## src/rtl/sys_cmd_pkg.sv

```systemverilog
// Shared types for the UART command initiator.
// Command set, frame codes, FSM states and frame sizing helpers.
package sys_cmd_pkg;

  typedef enum logic [1:0] {
    CMD_WR      = 2'd0,
    CMD_RD      = 2'd1,
    CMD_ALU_OP  = 2'd2,
    CMD_ALU_NOP = 2'd3
  } cmd_e;

  typedef enum logic [1:0] {
    ST_IDLE = 2'd0,
    ST_SEND = 2'd1,
    ST_WAIT = 2'd2,
    ST_DONE = 2'd3
  } state_e;

  localparam logic [7:0] CODE_WR  = 8'hAA;
  localparam logic [7:0] CODE_RD  = 8'hBB;
  localparam logic [7:0] CODE_ALU = 8'hCC;
  localparam logic [7:0] CODE_NOP = 8'hDD;

  function automatic logic [2:0] frame_len(input cmd_e c);
    logic [2:0] n;
    n = 3'd2;
    unique case (c)
      CMD_WR:      n = 3'd3;
      CMD_RD:      n = 3'd2;
      CMD_ALU_OP:  n = 3'd4;
      CMD_ALU_NOP: n = 3'd2;
    endcase
    return n;
  endfunction

  function automatic logic [1:0] rsp_len(input cmd_e c);
    logic [1:0] n;
    n = 2'd0;
    unique case (c)
      CMD_WR:      n = 2'd0;
      CMD_RD:      n = 2'd1;
      CMD_ALU_OP:  n = 2'd2;
      CMD_ALU_NOP: n = 2'd2;
    endcase
    return n;
  endfunction

endpackage

```

## src/rtl/sys_cmd_master.sv

```systemverilog
// Host-side UART command initiator: serializes one request into a
// byte frame, then gathers the controller's response bytes.
module sys_cmd_master
  import sys_cmd_pkg::*;
#(
  parameter int RSP_TIMEOUT = 4096
) (
  input  logic        CLK,
  input  logic        RST,
  input  logic        req_valid,
  output logic        req_ready,
  input  logic [1:0]  req_cmd,
  input  logic [3:0]  req_addr,
  input  logic [7:0]  req_data,
  input  logic [7:0]  req_op_a,
  input  logic [7:0]  req_op_b,
  input  logic [3:0]  req_fun,
  output logic [7:0]  tx_data,
  output logic        tx_valid,
  input  logic        tx_ready,
  input  logic [7:0]  rx_data,
  input  logic        rx_valid,
  output logic        rsp_valid,
  output logic [15:0] rsp_data,
  output logic        rsp_timeout,
  output logic        busy
);

  localparam int CW = (RSP_TIMEOUT > 2) ? $clog2(RSP_TIMEOUT) : 1;
  // Counter value after which the next quiet cycle would reach RSP_TIMEOUT-1
  localparam logic [CW-1:0] T_LAST = CW'(RSP_TIMEOUT - 2);

  state_e         state;
  cmd_e           cmd;
  logic [3:0]     addr;
  logic [3:0]     fun;
  logic [7:0]     data;
  logic [7:0]     op_a;
  logic [7:0]     op_b;
  logic [1:0]     idx;
  logic [1:0]     rcnt;
  logic [CW-1:0]  tcnt;

  function automatic logic [7:0] pick(
    input cmd_e       c,
    input logic [1:0] i,
    input logic [3:0] a,
    input logic [7:0] d,
    input logic [7:0] x,
    input logic [7:0] y,
    input logic [3:0] f
  );
    logic [7:0] b;
    b = 8'h00;
    unique case (c)
      CMD_WR:
        if (i == 2'd0)      b = CODE_WR;
        else if (i == 2'd1) b = {4'h0, a};
        else                b = d;
      CMD_RD:
        b = (i == 2'd0) ? CODE_RD : {4'h0, a};
      CMD_ALU_OP:
        if (i == 2'd0)      b = CODE_ALU;
        else if (i == 2'd1) b = x;
        else if (i == 2'd2) b = y;
        else                b = {4'h0, f};
      CMD_ALU_NOP:
        b = (i == 2'd0) ? CODE_NOP : {4'h0, f};
    endcase
    return b;
  endfunction

  always_ff @(posedge CLK) begin
    if (!RST) begin
      state       <= ST_IDLE;
      cmd         <= CMD_WR;
      addr        <= 4'h0;
      fun         <= 4'h0;
      data        <= 8'h00;
      op_a        <= 8'h00;
      op_b        <= 8'h00;
      idx         <= 2'd0;
      rcnt        <= 2'd0;
      tcnt        <= '0;
      req_ready   <= 1'b1;
      tx_valid    <= 1'b0;
      tx_data     <= 8'h00;
      rsp_valid   <= 1'b0;
      rsp_data    <= 16'h0000;
      rsp_timeout <= 1'b0;
      busy        <= 1'b0;
    end else begin
      rsp_valid <= 1'b0;
      unique case (state)
        ST_IDLE: begin
          if (req_valid) begin
            state       <= ST_SEND;
            cmd         <= cmd_e'(req_cmd);
            addr        <= req_addr;
            fun         <= req_fun;
            data        <= req_data;
            op_a        <= req_op_a;
            op_b        <= req_op_b;
            idx         <= 2'd0;
            req_ready   <= 1'b0;
            busy        <= 1'b1;
            tx_valid    <= 1'b1;
            tx_data     <= pick(cmd_e'(req_cmd), 2'd0, req_addr,
                                req_data, req_op_a, req_op_b, req_fun);
            rsp_data    <= 16'h0000;
            rsp_timeout <= 1'b0;
          end
        end
        ST_SEND: begin
          if (tx_ready) begin
            if ({1'b0, idx} == frame_len(cmd) - 3'd1) begin
              tx_valid <= 1'b0;
              rcnt     <= 2'd0;
              tcnt     <= '0;
              if (rsp_len(cmd) == 2'd0) begin
                state     <= ST_DONE;
                rsp_valid <= 1'b1;
              end else begin
                state <= ST_WAIT;
              end
            end else begin
              idx     <= idx + 2'd1;
              tx_data <= pick(cmd, idx + 2'd1, addr,
                              data, op_a, op_b, fun);
            end
          end
        end
        ST_WAIT: begin
          if (rx_valid) begin
            if (rcnt[0]) rsp_data[15:8] <= rx_data;
            else         rsp_data[7:0]  <= rx_data;
            rcnt <= rcnt + 2'd1;
            tcnt <= '0;
            if (rcnt == rsp_len(cmd) - 2'd1) begin
              state     <= ST_DONE;
              rsp_valid <= 1'b1;
            end
          end else if (tcnt == T_LAST) begin
            state       <= ST_DONE;
            rsp_valid   <= 1'b1;
            rsp_timeout <= 1'b1;
          end else begin
            tcnt <= tcnt + 1'b1;
          end
        end
        ST_DONE: begin
          state     <= ST_IDLE;
          req_ready <= 1'b1;
          busy      <= 1'b0;
        end
      endcase
    end
  end

endmodule

```

## config.mk

```make
export PLATFORM = sky130hd
export DESIGN_NAME = sys_cmd_master
export DESIGN_NICKNAME = d
export VERILOG_FILES = /design/src/rtl/sys_cmd_pkg.sv /design/src/rtl/sys_cmd_master.sv
export SDC_FILE = /design/constraint.sdc
export NUM_CORES = 1
export LEC_CHECK = 0
export CAP_MARGIN = 30
export CORE_MARGIN = 10
export CORE_UTILIZATION = 40
export DETAILED_ROUTE_END_ITERATION = 10
export PLACE_DENSITY = 0.72
export SYNTH_ARGS = -nofsm -noshare
export SYNTH_HDL_FRONTEND = slang
export SYNTH_SLANG_ARGS = --single-unit
```

## constraint.sdc

```tcl
create_clock -name CLK -period 4.1 [get_ports CLK]
set_clock_uncertainty 0.2 [all_clocks]
set_input_delay 0.615 -clock CLK [delete_from_list [all_inputs] [get_ports CLK]]
set_output_delay 0.615 -clock CLK [all_outputs]
set_load 0.005 [all_outputs]
```

; ---- Word level (Yosys, flattened, before mapping)
; Index checks and enable logic that the tools add are counted.
[totals]
reg_bits = 81
[op_classes]
add_sub_neg = 5
eq_ne = 26
n_mux = 68
n_reduce_logical = 21
[op_table]
columns = cell, n
row1 = $mux 8, 12
row2 = $pmux 8 s4, 2
row3 = $mux 12, 4
row4 = $mux 2, 19
row5 = $mux 16, 2
row6 = $pmux 16 s2, 1
row7 = $reduce_and 4->1, 7
row8 = $pmux 12 s2, 1
row9 = $ne 2x2->1 const B, 9
row10 = $pmux 8 s2, 1
row11 = $eq 2x2->1 const B, 7
row12 = $mux 1, 13
row13 = $add 12x1->12 const B, 1
row14 = $eq 12x12->1 const B, 1
row15 = $logic_not 2->1, 5
row16 = $pmux 1 s2, 5
row17 = $mux 3, 3
row18 = $ne 3x3->1 const B, 3
row19 = $pmux 3 s3, 1
row20 = $eq 2x1->1 const B, 4
row21 = $pmux 2 s2, 2
row22 = $pmux 2 s4, 1
row23 = $reduce_bool 2->1, 4
row24 = $pmux 2 s3, 1
row25 = other kinds (8), 11

; ---- Logic depth before layout (Yosys ltp)
[depth]
word_depth = 17
ltp_mapped = 10

; ---- Least setup slack after synthesis
; OpenSTA, ideal clock, no wires.
[synth_path]
path_type = register -> register
startpoint = reg idx[0]
endpoint = reg tcnt[3]
setup_time_ns = 0.071
arrival_ns = 2.131
required_time_ns = 3.829
slack_ns = 1.698
path_stages_with_launch = 7
n_path_buf = 1
cell_sequence = dfxtp_1 buf_6 or4b_4 a41oi_4 nand3_4 or4b_1 a21oi_1
[synth_between]
elab_chain_len = 3
[synth_rtl]
columns = item, line
row1 = start: declaration, sys_cmd_master.sv:40  ; logic [1:0] idx;
row2 = start signal: assignment, sys_cmd_master.sv:127  ; idx <= idx + 2'd1;
row3 = $eq 2x3->1, sys_cmd_master.sv:116  ; if ({1'b0, idx} == frame_len(cmd) - 3'd1) begin
row4 = $ne 2x2->1 (no source line), --
row5 = $reduce_and 4->1 (no source line), --
row6 = end signal: assignment, sys_cmd_master.sv:148  ; tcnt <= tcnt + 1'b1;
row7 = end: declaration, sys_cmd_master.sv:42  ; logic [CW-1:0] tcnt;
; No other way between the ends.
; A chain may end at the register's enable or synchronous reset.

; ---- Worst setup path in the final report
[layout_path]
startpoint = reg idx[0]
endpoint = reg tx_data[3]
[layout_between]
elab_chain_len = 9
word_cells_on_any_way = 18
classes_between = add/sub: 1 / eq/ne: 4 / mux: 11 / reduce/logical: 2
[layout_rtl]
columns = item, line
row1 = $add 2x1->2, sys_cmd_master.sv:128  ; tx_data <= pick(cmd, idx + 2'd1, addr,
row2 = $eq 2x2->1, sys_cmd_master.sv:65  ; else if (i == 2'd2) b = y;
row3 = $mux 8, sys_cmd_master.sv:65
row4 = $mux 8, sys_cmd_master.sv:64  ; else if (i == 2'd1) b = x;
row5 = $mux 8, sys_cmd_master.sv:63  ; if (i == 2'd0) b = CODE_ALU;
row6 = $pmux 8 s4, sys_cmd_master.sv:55  ; unique case (c)
row7 = $mux 8, sys_cmd_master.sv:116
row8 = $mux 8, sys_cmd_master.sv:115  ; if (tx_ready) begin
row9 = $pmux 8 s2, sys_cmd_master.sv:94  ; unique case (state)
row10 = end signal: assignment, sys_cmd_master.sv:108  ; tx_data <= pick(cmd_e'(req_cmd), 2'd0, req_addr,
row11 = end signal: assignment, sys_cmd_master.sv:128
row12 = end: declaration, sys_cmd_master.sv:18  ; output logic [7:0] tx_data,
; Several ways; a longest one is shown, not always the timed one. The select of a mux whose other input is x is not followed.

==> results.toml <==
[outcome]
outcome = "complete, no violations"

[logic_synthesis]
yosys.area_share.simple_pct = 24.0
synth_top_family_by_area = "simple AND/OR/NAND/NOR gates"
avgSynthCellArea_sq_um = 8.23
ys_seq_elements = 81
synthMuxAreaShare_pct = 8.04
synth_common_cells = "91 x nand2_1, 81 x dfxtp_1, 55 x a21oi_1, 35 x nor2_1, 26 x o21ai_0"
synth_top_flop_cell = "dfxtp_1"
syn_inst = 484
synthTopCellsByArea = "dfxtp_1 41%, nand2_1 8.6%, a21oi_1 6.9%"
async_flop_share_pct = 0
yosys_warnings = 0
synth_area_leader_cell = "dfxtp_1"
seq_area_frac_synth_pct = 40.7
syn_nets = 541
synth_compound_area_share_pct = 19.7
synth_cell_type_count = 61
synth-xor-area-share_pct = 0.220
synthAdderAreaFrac_pct = 3.14
synth_most_common_cell = "nand2_1"
synth_top_area_share_pct = 40.7
synth_edf_count = 0
syn_area_sq_mm = 0.00398

[worst_setup_path]
critPathLaunchType = "register"
critPathCaptureType = "register"
critPathArrivalTime_ns = 2.81
crit_required_ns = 4.10
criticalPathCategory = "reg -> reg"
crit_fanout = 18

[floorplanning]
die_area_sq_mm = 0.0144
coreArea_sq_mm = 0.00973
initial_utilization_pct = 40.9
die_h_um = 120
die_w_um = 120
rows = 36
io_pins = 76

[clocking]
cts_tree = "done"
clock-root-buffer = "clkbuf_8"
cts_buffers = 9
clock-sinks = 81
cts_hold_buffers = 0
cts_resized = 0
clk-insertion-delay-late_ns = 0.35
clk_pin_slew_ns = 0.08
cts_setup_buffers = 0
clockBufferDepth = 2
h-tree-depth = 3

[sta]
slew_headroom_pct = 35.8
finalMaxSlewViolations = 0
worst_slew_pin_slew_ns = 0.959
fin_crit_sh_pct = 68.3
clock.fmax_ghz = 0.357
finalSetupViolations = 0
period_needed_ns = 2.80
rsz0062_at_grt = "no"
hold_viol_final = 0
tns_ns = 0

[pwr]
powerDensity_mw_per_mm2 = 555
vdd_ir_drop_max_mv = 0.204
p_sw_share_pct = 38.7
p_leak_nw = 1.82
power.internal_mw = 1.71
p_clk_share_pct = 20.9
p_sw_mw = 1.08
total_power_mw = 2.79
seqPwrFrac_pct = 36.9
comb_power_share_pct = 42.2

[placed_design]
detailed_place_hpwl_um = 7730
port-buffer-count = 75
gp_congestion = 0.793

[route]
drtAntennaViolNets = 0
first_pass_iters = 6
drt_iter0_drc = 306
vias = 3696
wl_per_cell_um = 15.4
drc = 0
wl_um = 10600
viasPerCell = 5.40

[cells_and_area]
fin_util_pct = 51.6
area_growth_pct = 26.0
drive_above_1_share_pct = 7.08
antenna_cells = 0
seq_area_sq_mm = 0.00162
fin_nets = 604
multi_input_area_sq_mm = 0.00220
fill_cells = 913

[global_route]
grt_pass1_wl_um = 17700
grt_remaining_overflow = 0
grt_pass1_vias = 3601
track_usage_pct = 14.6
grt_max_degree = 41
antenna_found_initial = 0

[hold_path]
hp-class = "reg -> reg"

[run]
cap_viol_max_count = 0
==> state kept, by name (all words and copies together), names as in the netlist <==
signal	count
rsp_data	16
tcnt	12
data	8
op_a	8
op_b	8
tx_data	8
addr	4
fun	4
cmd	2
idx	2
rcnt	2
state	2
busy	1
req_ready	1
rsp_timeout	1
rsp_valid	1
tx_valid	1
==> through the flow <==
| stage | setup slack [ns] | std cells | hold WS (ns) | cell area [sq um] |
|---|---|---|---|---|
| 6_report | 1.30 | 684 | 0.264 | 5020 |
| 5_1_grt | 1.04 | 684 | 0.281 | 5020 |
| 4_1_cts | 1.30 | 684 | 0.265 | 5020 |
| 3_5_place_dp | 1.23 | 669 | 0.253 | 4830 |
| 3_3_place_gp | 1.32 | 669 | 0.244 | 4830 |
| 2_1_floorplan | 1.70 | 484 | 0.231 | 3980 |
==> area by class of cell <==
cell class | count | area share (%)
well taps | 133 | 3.31
repair buffers | 81 | 15.8
inverters | 13 | 0.972
flip-flops and latches | 81 | 32.3
multi-input cells | 361 | 43.8
clock buffers | 9 | 2.47
clock inverters | 6 | 1.35
==> final timing paths <==
| check | start | to | slack, ns | cells after the start |
|---|---|---|---|---|
| max reg2reg | idx[0] | tx_data[3] | 1.30 | 5 |
| max | idx[0] | tx_data[3] | 1.30 | 5 |
| min reg2reg | op_a[4] | op_a[4] | 0.26 | 2 |
| min | op_a[4] | op_a[4] | 0.26 | 2 |
==> cell usage in the layout (no fill, tap or decap), types with 7 or more instances in the layout <==
cell type	count
o21ai_0	26
nor2_1	35
ha_1	10
nand3_1	9
nand2_1	91
dfxtp_1	81
clkdlybuf4s50_1	75
a21oi_1	55
and2_1	11
inv_1	12
clkbuf_8	9
nand2b_1	7
mux2i_1	23
==> layer usage <==
metal / part of all wire (%) / track usage (%) / vias up
met5: 0 / 0 / -
met2: 48 / 24.3 / 122
met4: 1.6 / 4.68 / 0
met3: 4.7 / 2.91 / 14
li1: - / - / 1836
met1: 46 / 18.6 / 1724
==> cell families after synthesis <==
| logic type | count (synthesis) |
|---|---|
| adder cells (fa/ha/maj) | 10 |
| AND/OR/NAND/NOR | 195 |
| multiplexers | 30 |
| XOR/XNOR | 1 |
| flip-flops | 81 |
| buffers and inverters | 42 |
| AO/OA/AOI/OAI | 125 |
==> critical path, cell delays in order (launching register included) <==
cell       delay, ns
dfxtp_1         0.42
inv_1           0.11
ha_1            0.60
mux4_2          0.58
a2111oi_0       0.61
a21oi_1         0.15
==> power groups by stage <==
stage | Sequential, mW | Clock, mW | Combinational, mW
after floorplan | 1.01 | 0 | 0.793
after global placement | 1.04 | 0 | 1.15
after detailed placement | 1.05 | 0 | 1.17
after CTS | 1.03 | 0.592 | 1.17
after global routing | 1.05 | 0.625 | 1.30
final | 1.03 | 0.582 | 1.18
Power figures use the tool's default switching activity.
